## src/rtl/shift_sub_divider.sv

```systemverilog
// shift_sub_divider: sequential restoring divider, one quotient bit per clock.
// Shifts {A,Q} left and subtracts the divisor, restoring on a negative result.
// Optional feature macro: DIV_ZERO_DETECT_EN (short-circuits divisor==0 and raises dbz).
module shift_sub_divider #(
  parameter int unsigned WIDTH = 4
) (
  input  logic             clk,
  input  logic             clr,
  input  logic             start,
  input  logic [WIDTH-1:0] dividend,
  input  logic [WIDTH-1:0] divisor,
  output logic             busy,
  output logic             done,
  output logic [WIDTH-1:0] quotient,
  output logic [WIDTH-1:0] remainder,
  output logic             dbz
);

  localparam int unsigned CW = $clog2(WIDTH + 1);

  typedef enum logic [1:0] {
    IDLE = 2'd0,
    RUN  = 2'd1,
    ZERO = 2'd2,
    DONE = 2'd3
  } state_t;

  state_t           state;
  logic [WIDTH:0]   a_r;
  logic [WIDTH-1:0] q_r;
  logic [WIDTH-1:0] m_r;
  logic [CW-1:0]    count;

  logic [WIDTH+1:0] a_sh;
  logic [WIDTH+1:0] diff;
  logic             neg;
  logic [WIDTH:0]   a_nxt;
  logic [WIDTH-1:0] q_nxt;

  // One restoring iteration: shift {A,Q} left, trial-subtract M, restore if negative.
  // The extra top bit keeps the sign of the trial subtraction without losing a borrow.
  always_comb begin
    a_sh  = {a_r, q_r[WIDTH-1]};
    diff  = a_sh - (WIDTH+2)'(m_r);
    neg   = diff[WIDTH+1];
    a_nxt = neg ? a_sh[WIDTH:0] : diff[WIDTH:0];
    q_nxt = {q_r[WIDTH-2:0], ~neg};
  end

`ifdef DIV_ZERO_DETECT_EN
  logic dbz_r;
  assign dbz = dbz_r;
`else
  assign dbz = 1'b0;
`endif

  // Control FSM and datapath registers; busy/done are registered one cycle behind the state.
  always_ff @(posedge clk) begin
    if (clr) begin
      state     <= IDLE;
      count     <= '0;
      a_r       <= '0;
      q_r       <= '0;
      m_r       <= '0;
      busy      <= 1'b0;
      done      <= 1'b0;
      quotient  <= '0;
      remainder <= '0;
`ifdef DIV_ZERO_DETECT_EN
      dbz_r     <= 1'b0;
`endif
    end else begin
      busy <= (state == RUN);
      done <= (state == DONE);
      case (state)
        IDLE: begin
          if (start) begin
            a_r   <= '0;
            q_r   <= dividend;
            m_r   <= divisor;
            count <= CW'(WIDTH);
`ifdef DIV_ZERO_DETECT_EN
            dbz_r <= 1'b0;
            state <= (divisor == '0) ? ZERO : RUN;
`else
            state <= RUN;
`endif
          end
        end
        RUN: begin
          a_r   <= a_nxt;
          q_r   <= q_nxt;
          count <= count - CW'(1);
          if (count == CW'(1)) begin
            state     <= DONE;
            quotient  <= q_nxt;
            remainder <= a_nxt[WIDTH-1:0];
          end
        end
`ifdef DIV_ZERO_DETECT_EN
        ZERO: begin
          state     <= DONE;
          quotient  <= '1;
          remainder <= q_r;
          dbz_r     <= 1'b1;
        end
`endif
        DONE: begin
          state <= IDLE;
        end
        default: begin
          state <= IDLE;
        end
      endcase
    end
  end

endmodule

```

## config.mk

```make
export PLATFORM = sky130hd
export DESIGN_NAME = shift_sub_divider
export DESIGN_NICKNAME = d
export VERILOG_FILES = /design/src/rtl/shift_sub_divider.sv
export SDC_FILE = /design/constraint.sdc
export NUM_CORES = 1
export LEC_CHECK = 0
export CORE_MARGIN = 2
export CORE_UTILIZATION = 25
export CTS_CLUSTER_SIZE = 10
export DETAILED_ROUTE_END_ITERATION = 8
export GPL_TIMING_DRIVEN = 0
export MAX_ROUTING_LAYER = met4
export PLACE_DENSITY_LB_ADDON = 0.2
export REMOVE_ABC_BUFFERS = 1
export SETUP_SLACK_MARGIN = 0.2
export SLEW_MARGIN = 20
export SYNTH_ARGS = -nofsm -noshare
export SYNTH_HDL_FRONTEND = slang
export SYNTH_SLANG_ARGS = --single-unit
```

## constraint.sdc

```tcl
create_clock -name clk -period 2.4 [get_ports clk]
set_clock_uncertainty 0.05 [all_clocks]
set_input_delay 0.24 -clock clk [delete_from_list [all_inputs] [get_ports clk]]
set_output_delay 0.24 -clock clk [all_outputs]
set_load 0.005 [all_outputs]
```

==> results of run 1 <==
synthesized netlist by cell type, drive strengths merged:
cell type | number | share of area [%]
a21o | 2 | 1.1
o221a | 1 | 0.84
xnor2 | 1 | 0.65
ha | 6 | 5.6
nand3 | 3 | 1.1
nand3b | 1 | 0.56
o2111ai | 2 | 1.3
a21oi | 10 | 3.7
a211o | 1 | 0.65
nor3b | 2 | 1.1
conb | 1 | 0.28
clkbuf | 2 | 0.56
o21a | 3 | 1.7
o311a | 1 | 0.75
mux2i | 5 | 3.7
a211oi | 7 | 3.9
and2 | 1 | 0.47
o211ai | 1 | 0.93
buf | 4 | 2.6
or4 | 1 | 0.56
nand2 | 15 | 4.2
inv | 10 | 2.8
nand4 | 1 | 0.47
a31oi | 1 | 0.47
o22ai | 2 | 0.93
nor2 | 19 | 5.3
xor2 | 1 | 0.65
o2111a | 1 | 0.84
dfxtp | 28 | 42
and3 | 2 | 0.93
fa | 1 | 1.5
nand2b | 2 | 1.5
or3b | 1 | 0.65
nor3 | 3 | 1.1
o21ai | 9 | 3.4
or2 | 2 | 0.93
nor2b | 1 | 0.47
critical path, delay by kind of cell (launching register included):
| kind | cells | cell delay [ns] |
|---|---|---|
| mux | 1 | 0.30 |
| compound gates | 3 | 0.69 |
| fa+ha+maj | 1 | 0.26 |
| simple gates | 1 | 0.24 |
| flops | 1 | 0.35 |
flip-flops by register name, indices dropped and copies added (netlist names):
name       flops
q_r            4
a_r            5
count          3
busy           1
m_r            4
quotient       4
done           1
remainder      4
state          2
cell families after synthesis:
| group | count (synthesis) | share of synthesized area (%) |
|---|---|---|
| buf+inv | 16 | 5.96 |
| mux | 5 | 3.73 |
| simple gates | 54 | 19.4 |
| compound gates | 41 | 20.5 |
| fa+ha+maj | 7 | 7.08 |
| xor+xnor | 2 | 1.30 |
| flops | 28 | 41.8 |
| other cells | 1 | 0.279 |
per-layer routing:
metal	part of all wire, %	up-vias	wire length [µm]
met3	3.0	2	86
met4	0.32	0	9
met2	52	15	1470
met5	0	-	0
li1	-	572	-
met1	45	541	1280
final cells by class:
cell class                      instances  share of cell area, %
Inverter                               10                   2.24
Multi-Input combinational cell        110                   42.8
Timing Repair Buffer                   20                   12.1
Tap cell                               70                   5.22
Clock buffer                            3                   2.46
Sequential cell                        28                   33.4
Clock inverter                          1                   1.79
timing repair:
action                                  4_1_cts  5_1_grt
hold buffers                                  0        0
endpoints found under the setup margin        0        4
gates resized for setup                       0        3
metrics by stage:
step           utilization (%)  cell area (µm²)  setup WS [ns]
5_1_grt                   32.6             1680          0.186
6_report                  32.6             1680          0.354
3_3_place_gp              30.9             1590       -0.00104
2_1_floorplan                -             1300          0.499
3_5_place_dp              30.9             1590        -0.0205
4_1_cts                   32.3             1660          0.249
final timing paths:
kind / slack [ns] / cells after the start / endpoint / from
max: 0.35 / 6 / remainder[1] / a_r[1]
min: 0.41 / 2 / quotient[1] / quotient[1]
max reg2reg: 0.35 / 6 / remainder[1] / a_r[1]
min reg2reg: 0.41 / 2 / quotient[1] / quotient[1]
power by group through the flow:
stage	clock [mW]	combinational (mW)	sequential, mW
after floorplan	0	0.173	0.522
after global placement	0	0.238	0.528
after detailed placement	0	0.244	0.528
after CTS	0.385	0.245	0.517
after global routing	0.404	0.285	0.522
final	0.368	0.254	0.517
==> summary.txt, run 1 <==
WP data required -> 2.48 ns
fin cells -> 242
CP Cell Sequence -> ha_1 > or2_1 > o221a_2 > o211ai_4 > mux2i_1 > a21oi_1
met3 GRT Util -> 1.88%
fin crit period -> 2.05 ns
die area -> 5970 µm²
kind of critical path -> register to register
switching pwr -> 305 µW
via count of the first global-routing pass -> 1100
Peak Freq -> 489 MHz
mean post-synth cell area -> 8.72 µm²
unrepaired setup endpoints after global routing -> yes
Ys Warns -> 0
Rows -> 26
# diodes -> 0
clk slew on worst S/H paths -> 0.10 ns
Reg power frac -> 45.4%
Int Power -> 834 µW
initial antenna violation count -> 0
DR vias -> 1130
footprint of the multi-input gates -> 717 µm²
Die X -> 77.3 µm
I/O pins -> 22
drt drc -> 0
Post-DP HPWL -> 2.16 mm
synth unique cells -> 41
Power Density -> 679 nW/µm²
worst hold path type -> register to register
combinational power share -> 22.3%
largest net degree at the start of global routing -> 19
Clock power frac -> 32.3%
register area -> 561 µm²
met2 usage -> 18.0%
routed vias/inst -> 4.67
clock root buffer -> clkbuf_8
Overall Global Routing Usage -> 10.5%
Synth Instances -> 154
sequential area share after synthesis -> 41.8%
dpl cells -> 238
Antenna Nets Post-Route -> 0
met1 Use GR -> 12.6%
Initial Utilization -> 26.1%
worst-path maximum fanout -> 9
Buffers on Ports -> 20
CTS tree -> yes
Area Growth Syn to Fin -> 24.9%
Max-Cap Viols -> 0
#FFs+latches synth -> 28
Post-Syn Area -> 1340 µm²
Hold Fails Final Rpt -> 0
most common cell after layout, fill and taps aside -> dfxtp_1
clock tree buffer depth -> 2
CP Data Arrival Time -> 2.12 ns
first-pass GRT wire length -> 5.01 mm
Final Max Tran Viols -> 0
Iteration-0 DRC Markers -> 67
Tot Pwr -> 1.14 mW
status -> finished clean
Startpoint Class -> register
GPL Wtd Cong -> 0.827
Nets -> 191
leakage -> 0.652 nW
headroom to the max-slew limit -> 39.2%
Final period util -> 85.3%
TritonCTS Buffers -> 3
WL final -> 2.84 mm
Filler cells -> 567
H-tree depth -> 1
GRT overflow -> 0
busiest grt layer -> met2
die span in y -> 77.3 µm
# clock sinks -> 28
CP endpoint kind -> register
setup TNS -> 0 ns
final setup violation count -> 0
most frequent cells in the layout -> dfxtp_1 (28), nor2_1 (19), clkdlybuf4s50_1 (19)
WL per Instance -> 11.7 µm
peak supply drop -> 0.374 mV
hold slack -> 0.409 ns
core area -> 5140 µm²
share of cells above drive strength 1 -> 4.65%
Sw Ratio -> 26.8%
Pre-antenna DRT Iters -> 5
Clock Latency Late Sink -> 0.27 ns
Max stage delay cell, worst path -> dfxtp_1
setup bufs post-CTS -> 0
critical path's largest stage delay -> 0.35 ns
Worst Max-Slew Pin Slew -> 0.909 ns
No activity file was read; power rests on OpenSTA's default activity.
==> inputs of run 2 (changes only) <==
- SLEW_MARGIN: 20 -> unset
==> results of run 2 <==
The final DEF is identical to that of run 1; final timing and power are the same.
